$ cat src/rtl/mux_nto1_pipe_pkg.sv
// Shared definitions for the N-to-1 pipelined datapath selector:
// default datapath width and the arbitration mode encoding.
package mux_nto1_pipe_pkg;

    localparam int   DP_WIDTH     = 32;
    localparam logic MUX_MODE_SEL = 1'b0;
    localparam logic MUX_MODE_RR  = 1'b1;

    typedef enum logic {
        MODE_SEL = MUX_MODE_SEL,
        MODE_RR  = MUX_MODE_RR
    } mux_mode_e;

endpackage

$ cat src/rtl/mux_nto1_pipe_if.sv
// Producer/consumer bundle of the selector: N input channels, mode/select
// controls, one registered output channel and the select-error pulse.
interface mux_nto1_pipe_if
    import mux_nto1_pipe_pkg::*;
#(
    parameter int WIDTH = DP_WIDTH,
    parameter int N     = 4,
    parameter int SEL_W = 2
);

    logic [N*WIDTH-1:0] in_data;
    logic [N-1:0]       in_valid;
    logic [N-1:0]       in_ready;
    logic [SEL_W-1:0]   sel;
    logic               rr_en;
    logic [WIDTH-1:0]   out_data;
    logic [SEL_W-1:0]   out_src;
    logic               out_valid;
    logic               out_ready;
    logic               err_sel;

    modport master (
        output in_data, in_valid, sel, rr_en, out_ready,
        input  in_ready, out_data, out_src, out_valid, err_sel
    );

    modport slave (
        input  in_data, in_valid, sel, rr_en, out_ready,
        output in_ready, out_data, out_src, out_valid, err_sel
    );

endinterface

$ cat src/rtl/mux_nto1_pipe_rr_arbiter.sv
// Combinational round-robin arbiter: first set request at or after ptr,
// wrapping modulo N (N need not be a power of two).
module rr_arbiter
    import mux_nto1_pipe_pkg::*;
#(
    parameter int N     = 4,
    parameter int SEL_W = 2
) (
    input  logic [N-1:0]     req,
    input  logic [SEL_W-1:0] ptr,
    output logic [N-1:0]     grant_oh,
    output logic [SEL_W-1:0] grant_idx,
    output logic             grant_vld
);

    localparam logic [SEL_W-1:0] LAST = SEL_W'(N - 1);

    logic [SEL_W-1:0] scan_idx;

    always_comb begin
        grant_oh  = '0;
        grant_idx = '0;
        grant_vld = 1'b0;
        scan_idx  = ptr;
        for (int k = 0; k < N; k++) begin
            if (!grant_vld && req[scan_idx]) begin
                grant_vld          = 1'b1;
                grant_idx          = scan_idx;
                grant_oh[scan_idx] = 1'b1;
            end
            // explicit wrap: natural overflow would visit invalid indices when N < 2**SEL_W
            scan_idx = (scan_idx == LAST) ? '0 : scan_idx + SEL_W'(1);
        end
    end

endmodule

$ cat src/rtl/mux_nto1_pipe.sv
// N-to-1 datapath selector with explicit-select or round-robin arbitration,
// valid/ready handshake and a single registered output slot.
module mux_nto1_pipe
    import mux_nto1_pipe_pkg::*;
#(
    parameter int WIDTH = DP_WIDTH,
    parameter int N     = 4,
    parameter int SEL_W = 2
) (
    input  logic              clk,
    input  logic              rst_n,
    mux_nto1_pipe_if.slave    bus
);

    if (N < 2) begin : g_bad_n
        $error("mux_nto1_pipe: N must be at least 2");
    end
    if (SEL_W != $clog2(N)) begin : g_bad_sel_w
        $error("mux_nto1_pipe: SEL_W must equal clog2(N)");
    end

    localparam logic [SEL_W:0]   N_EXT = (SEL_W + 1)'(N);
    localparam logic [SEL_W-1:0] LAST  = SEL_W'(N - 1);

    function automatic logic [SEL_W-1:0] wrap_inc(input logic [SEL_W-1:0] idx);
        return (idx == LAST) ? '0 : idx + SEL_W'(1);
    endfunction

    mux_mode_e        mode;
    logic [SEL_W-1:0] ptr;
    logic             load_en;
    logic             sel_ok;
    logic             sel_err;
    logic             sel_err_q;
    logic [N-1:0]     rr_oh;
    logic [SEL_W-1:0] rr_idx;
    logic             rr_vld;
    logic [N-1:0]     ready_oh;
    logic [SEL_W-1:0] grant_idx;
    logic [N-1:0]     ready;
    logic             xfer;
    logic [WIDTH-1:0] sel_word;
    logic [WIDTH-1:0] out_data_q;
    logic [SEL_W-1:0] out_src_q;
    logic             out_valid_q;
    logic             err_sel_q;

    assign mode    = mux_mode_e'(bus.rr_en);
    assign load_en = !out_valid_q || bus.out_ready;
    assign sel_ok  = {1'b0, bus.sel} < N_EXT;
    assign sel_err = (mode == MODE_SEL) && !sel_ok;

    rr_arbiter #(
        .N     (N),
        .SEL_W (SEL_W)
    ) u_rr_arbiter (
        .req       (bus.in_valid),
        .ptr       (ptr),
        .grant_oh  (rr_oh),
        .grant_idx (rr_idx),
        .grant_vld (rr_vld)
    );

    // Stage 0: choose the candidate channel for this cycle
    always_comb begin
        ready_oh  = '0;
        grant_idx = '0;
        if (mode == MODE_RR) begin
            if (rr_vld) begin
                ready_oh  = rr_oh;
                grant_idx = rr_idx;
            end
        end else if (sel_ok) begin
            ready_oh[bus.sel] = 1'b1;
            grant_idx         = bus.sel;
        end
    end

    assign ready        = (rst_n && load_en) ? ready_oh : '0;
    assign xfer         = |(bus.in_valid & ready);
    assign sel_word     = bus.in_data[grant_idx*WIDTH +: WIDTH];
    assign bus.in_ready = ready;

    // Stage 1: output slot, rr pointer and select-error pulse
    always_ff @(posedge clk) begin
        if (!rst_n) begin
            out_valid_q <= 1'b0;
            out_data_q  <= '0;
            out_src_q   <= '0;
            err_sel_q   <= 1'b0;
            sel_err_q   <= 1'b0;
            ptr         <= '0;
        end else begin
            sel_err_q <= sel_err;
            err_sel_q <= sel_err && !sel_err_q;
            if (xfer) begin
                out_data_q  <= sel_word;
                out_src_q   <= grant_idx;
                out_valid_q <= 1'b1;
                if (mode == MODE_RR) begin
                    ptr <= wrap_inc(grant_idx);
                end
            end else if (bus.out_ready) begin
                out_valid_q <= 1'b0;
            end
        end
    end

    assign bus.out_data  = out_data_q;
    assign bus.out_src   = out_src_q;
    assign bus.out_valid = out_valid_q;
    assign bus.err_sel   = err_sel_q;

endmodule

$ cat src/flat_wrapper.sv
// flat-port wrapper written by rule: the top's interface ports become plain ports
module mux_nto1_pipe_flat import mux_nto1_pipe_pkg::*;
#(
    parameter int WIDTH = DP_WIDTH,
    parameter int N     = 4,
    parameter int SEL_W = 2
)
  (clk, rst_n, bus_in_data, bus_in_valid, bus_sel, bus_rr_en, bus_out_ready, bus_in_ready, bus_out_data, bus_out_src, bus_out_valid, bus_err_sel);
  mux_nto1_pipe_if #(.WIDTH(WIDTH), .N(N), .SEL_W(SEL_W)) bus_i ();
  input  logic clk;
  input  logic rst_n;
  input wire logic [$bits(bus_i.in_data)-1:0] bus_in_data;
  input wire logic [$bits(bus_i.in_valid)-1:0] bus_in_valid;
  input wire logic [$bits(bus_i.sel)-1:0] bus_sel;
  input wire logic [$bits(bus_i.rr_en)-1:0] bus_rr_en;
  input wire logic [$bits(bus_i.out_ready)-1:0] bus_out_ready;
  output wire logic [$bits(bus_i.in_ready)-1:0] bus_in_ready;
  output wire logic [$bits(bus_i.out_data)-1:0] bus_out_data;
  output wire logic [$bits(bus_i.out_src)-1:0] bus_out_src;
  output wire logic [$bits(bus_i.out_valid)-1:0] bus_out_valid;
  output wire logic [$bits(bus_i.err_sel)-1:0] bus_err_sel;
  assign bus_i.in_data = bus_in_data;
  assign bus_i.in_valid = bus_in_valid;
  assign bus_i.sel = bus_sel;
  assign bus_i.rr_en = bus_rr_en;
  assign bus_i.out_ready = bus_out_ready;
  assign bus_in_ready = bus_i.in_ready;
  assign bus_out_data = bus_i.out_data;
  assign bus_out_src = bus_i.out_src;
  assign bus_out_valid = bus_i.out_valid;
  assign bus_err_sel = bus_i.err_sel;
  mux_nto1_pipe #(.WIDTH(WIDTH), .N(N), .SEL_W(SEL_W)) u_core (.clk(clk), .rst_n(rst_n), .bus(bus_i));
endmodule
$ cat config.mk
export PLATFORM = sky130hd
export DESIGN_NAME = mux_nto1_pipe_flat
export DESIGN_NICKNAME = d
export VERILOG_FILES = /design/src/rtl/mux_nto1_pipe_pkg.sv /design/src/rtl/mux_nto1_pipe_if.sv /design/src/rtl/mux_nto1_pipe_rr_arbiter.sv /design/src/rtl/mux_nto1_pipe.sv /design/src/flat_wrapper.sv
export SDC_FILE = /design/constraint.sdc
export NUM_CORES = 1
export LEC_CHECK = 0
export ABC_AREA = 1
export CORE_MARGIN = 1
export CORE_UTILIZATION = 35
export DETAILED_ROUTE_END_ITERATION = 7
export PLACE_DENSITY_LB_ADDON = 0.08
export SLEW_MARGIN = 20
export SYNTH_ARGS = -nofsm -noshare
export SYNTH_HDL_FRONTEND = slang
export SYNTH_SLANG_ARGS = --single-unit
$ cat constraint.sdc
create_clock -name clk -period 3.06 [get_ports clk]
set_input_delay 0.612 -clock clk [delete_from_list [all_inputs] [get_ports clk]]
set_output_delay 0.612 -clock clk [all_outputs]
set_load 0.02 [all_outputs]
==> results by group <==
Run status
  • Status: finished, final reports clean

Worst setup path
  • R2R cell count: 18
  • Worst Setup SP: bus_in_valid[3]
  • Worst r2r src: u_core.ptr[0]$_SDFFE_PN0P_
  • Critical path class: in2out
  • Crit end category: output pin
  • Critical path fanouts, max: 8
  • Critical Path RT: ~2.5 ns
  • Worst Setup Start Kind: primary input
  • Crit path arrival time: between 2 and 2.5 ns
  • Worst R2R Setup Slack: between 0.3 and 0.4 ns
  • FF-to-FF End: u_core.ptr[0]$_SDFFE_PN0P_

Cells and area
  • Layout cell share with drive strength beyond 1: a little over a tenth
  • Nets: roughly 940
  • P&R area growth vs syn: 57.4%
  • Ant diodes: 0
  • Fin area: 0.00571 mm²
  • Layout Cells excl Fill: around 930

Detailed routing
  • Wirelength, routed: ~12000 µm
  • DRT iter0 DRCs: around 180
  • Antenna-violating nets left: 0
  • Drt pass-1 iters: 4
  • DR WL/cell: ~13 µm
  • # DRC: 0
  • Via count: roughly 4400
  • Vias/cell: approximately 4.8

CTS
  • Hold Buf Count CTS: 0
  • Num CTS Buffers: 5
  • Worst-Skew Late Latency: between 0.2 and 0.3 ns
  • CTS tree: built
  • CTS Buffer Depth: 2
  • Root Driver: clkbuf_8
  • Worst-path clk slew: around 0.08 ns
  • Post-CTS setup buffers: 0
  • CTS sink cnt: 37
  • Htree depth: 2

STA
  • Hold Violations, Final: 0
  • Fin crit share: 93.1%
  • Least-Margin Pin Slew: around 0.70 ns
  • Final setup viols: 0
  • Final min period: ~2.8 ns
  • Final Skew: 0.00240 ns
  • Slew margin rel.: 53.3%
  • RSZ-0062 raised after global routing: no
  • Slew Limit Fails: 0
  • Upper clock frequency limit: roughly 350 MHz
  • Worst setup margin: about 0.21 ns

Place
  • Setup WS pre-CTS: -0.269 ns
  • Post-DP HPWL: around 9100 µm
  • RePlAce Congestion: 0.833
  • Placed cell area: between 0.005 and 0.006 mm²
  • Placed cell count: 917
  • IO buf count: between 150 and 200

Min path
  • Hold Path Origin: u_core.bus.out_src[1]$_SDFFE_PN0P_
  • Hold Path End: u_core.bus.out_src[1]$_SDFFE_PN0P_
  • WHS Path Cells: 2
  • Min-delay worst type: reg2reg

GRT
  • Antenna violations before repair: 0
  • Met1 Usage GRT: about 27%
  • Total grt overflow: 0
  • Global-route wire length before repair: 19400 µm
  • Gr busiest metal: met2
  • Total GRT Usage: between 20 and 25%
  • Met3 Use GR: 4.41%
  • Met2 Track Usage GR: between 30% and 40%
  • Vias in the first global route: a little over 4000
  • Largest net degree at the start of global routing: between 60 and 70

Logic synthesis
  • Synth cell types: 32
  • Dominant cell type by area after synthesis: dfxtp_1
  • Top cell type's share of synthesized area: roughly 20%
  • Synthesized net count: 751
  • Synth Instances: between 600 and 700
  • Yosys warns: 0
  • Number of flops mapped to enable cells by yosys: 0
  • Most common cell in the synthesized netlist: nand2_1
  • Avg Inst Size Synth: 6.00 µm²
  • Synth top area cells: dfxtp_1 20%, nand2_1 14%, nand3b_1 13%, nand3_1 11%, inv_1 8.5%
  • Synth async-reset ratio: 0%
  • Register area share after synthesis: 20.4%
  • Most frequent cells after synthesis: 134 x nand2_1, 83 x nand3_1, 82 x inv_1
  • Synthesis-stage register bit count: 37
  • Synth Flop Type: dfxtp_1
  • Mapped cell area: between 0.003 and 0.004 mm²

Power and ir drop
  • Total power: around 2.5 mW
  • Worst-case vdd ir drop: ~0.00025 V
  • PwrDens: ~430 mW/mm²
  • Static Leak: approximately 2.7 nW

Die
  • Die width: 104 µm
  • Top-level I/O count: about 180
  • Die ar.: around 0.011 mm²
  • Starting Density: a little over a third
  • Core Area: approximately 0.01 mm²
  • Cell row count: 36
  • Die Y: between 100 and 150 µm

Job
  • Max-Cap Viols: 0
==> placed cells by master, fill, tap and decap left out, types with 2 or more instances in the layout <==
cell type,count
inv_2,7
a21boi_0,2
o21ai_0,8
nand2_4,2
o21ai_1,28
clkbuf_2,3
nor2_1,79
nand3_1,83
inv_1,79
clkbuf_8,5
nand2_1,133
nand4_1,11
nand2_2,7
dfxtp_1,36
clkdlybuf4s50_1,172
nand3b_1,64
nor2_4,2
nand3_2,5
a21oi_1,3
buf_12,3
buf_4,40
ha_1,7
==> logic make-up after synthesis <==
logic type | Yosys count | share of synthesized area (%)
other | 1 | 0.103
DFF | 37 | 20.4
AOI/OAI and AO/OA | 43 | 6.58
and+or+nand+nor | 389 | 53.2
adders and majority gates | 8 | 2.76
buffers and inverters | 127 | 17.0
==> final cells by class <==
class | count | area (µm²)
inverter | 87 | 327
tap | 133 | 166
timing repair buffer | 219 | 2100
clock buffer | 5 | 68.8
clock inverter | 3 | 21.3
sequential | 37 | 742
multi-input combinational | 442 | 2280
fill | 1046 | 4200
==> sequential cells by signal, indices dropped and copies added, names as in the netlist <==
signal,cells
u_core.bus.out_data,32
u_core.ptr,2
u_core.bus.out_src,2
u_core.bus.out_valid,1
==> critical path, stage by stage <==
cell	delay [ns]
clkdlybuf4s50_1	0.51
inv_1	0.07
nand2_1	0.10
nand3_2	0.10
nand2_4	0.14
nor2_4	0.07
buf_4	0.14
nand4_1	0.08
nand2_1	0.08
a21boi_0	0.14
buf_2	0.18
==> report_power, final <==
group	internal [mW]	switching [mW]	total, mW
clock	0.162	0.196	0.358
combinational	0.688	0.818	1.51
sequential	0.564	0.0436	0.608
total	1.41	1.06	2.47
==> repair_timing <==
item                       4_1_cts  5_1_grt
resized for setup                8       11
gates cloned                     0        1
setup endpoints to repair        4        8
pin swaps                        0        1
==> metrics by stage <==
step                      util, %  hold WS, ns  setup TNS (ns)
after floorplan                 -        0.533               0
after global placement       56.8        0.462          -0.746
after detailed placement     56.8        0.475          -0.878
after CTS                    57.7        0.496               0
after global routing         57.6        0.525               0
final                        57.6        0.488               0
==> per-layer routing <==
metal | up-vias | wire, µm
met4 | 0 | 89
li1 | 2290 | -
met2 | 121 | 5990
met3 | 6 | 697
met1 | 1982 | 5350
met5 | - | 0
==> how the worst max path moves through the flow <==
stage                                  to  cells past startpoint
after detailed placement  bus_in_ready[0]                     13
after floorplan           bus_in_ready[0]                     11
after global placement    bus_in_ready[0]                     13
final                     bus_in_ready[0]                     11
after global routing      bus_in_ready[2]                     12
after CTS                 bus_in_ready[0]                     13
Power figures use the tool's default switching activity.
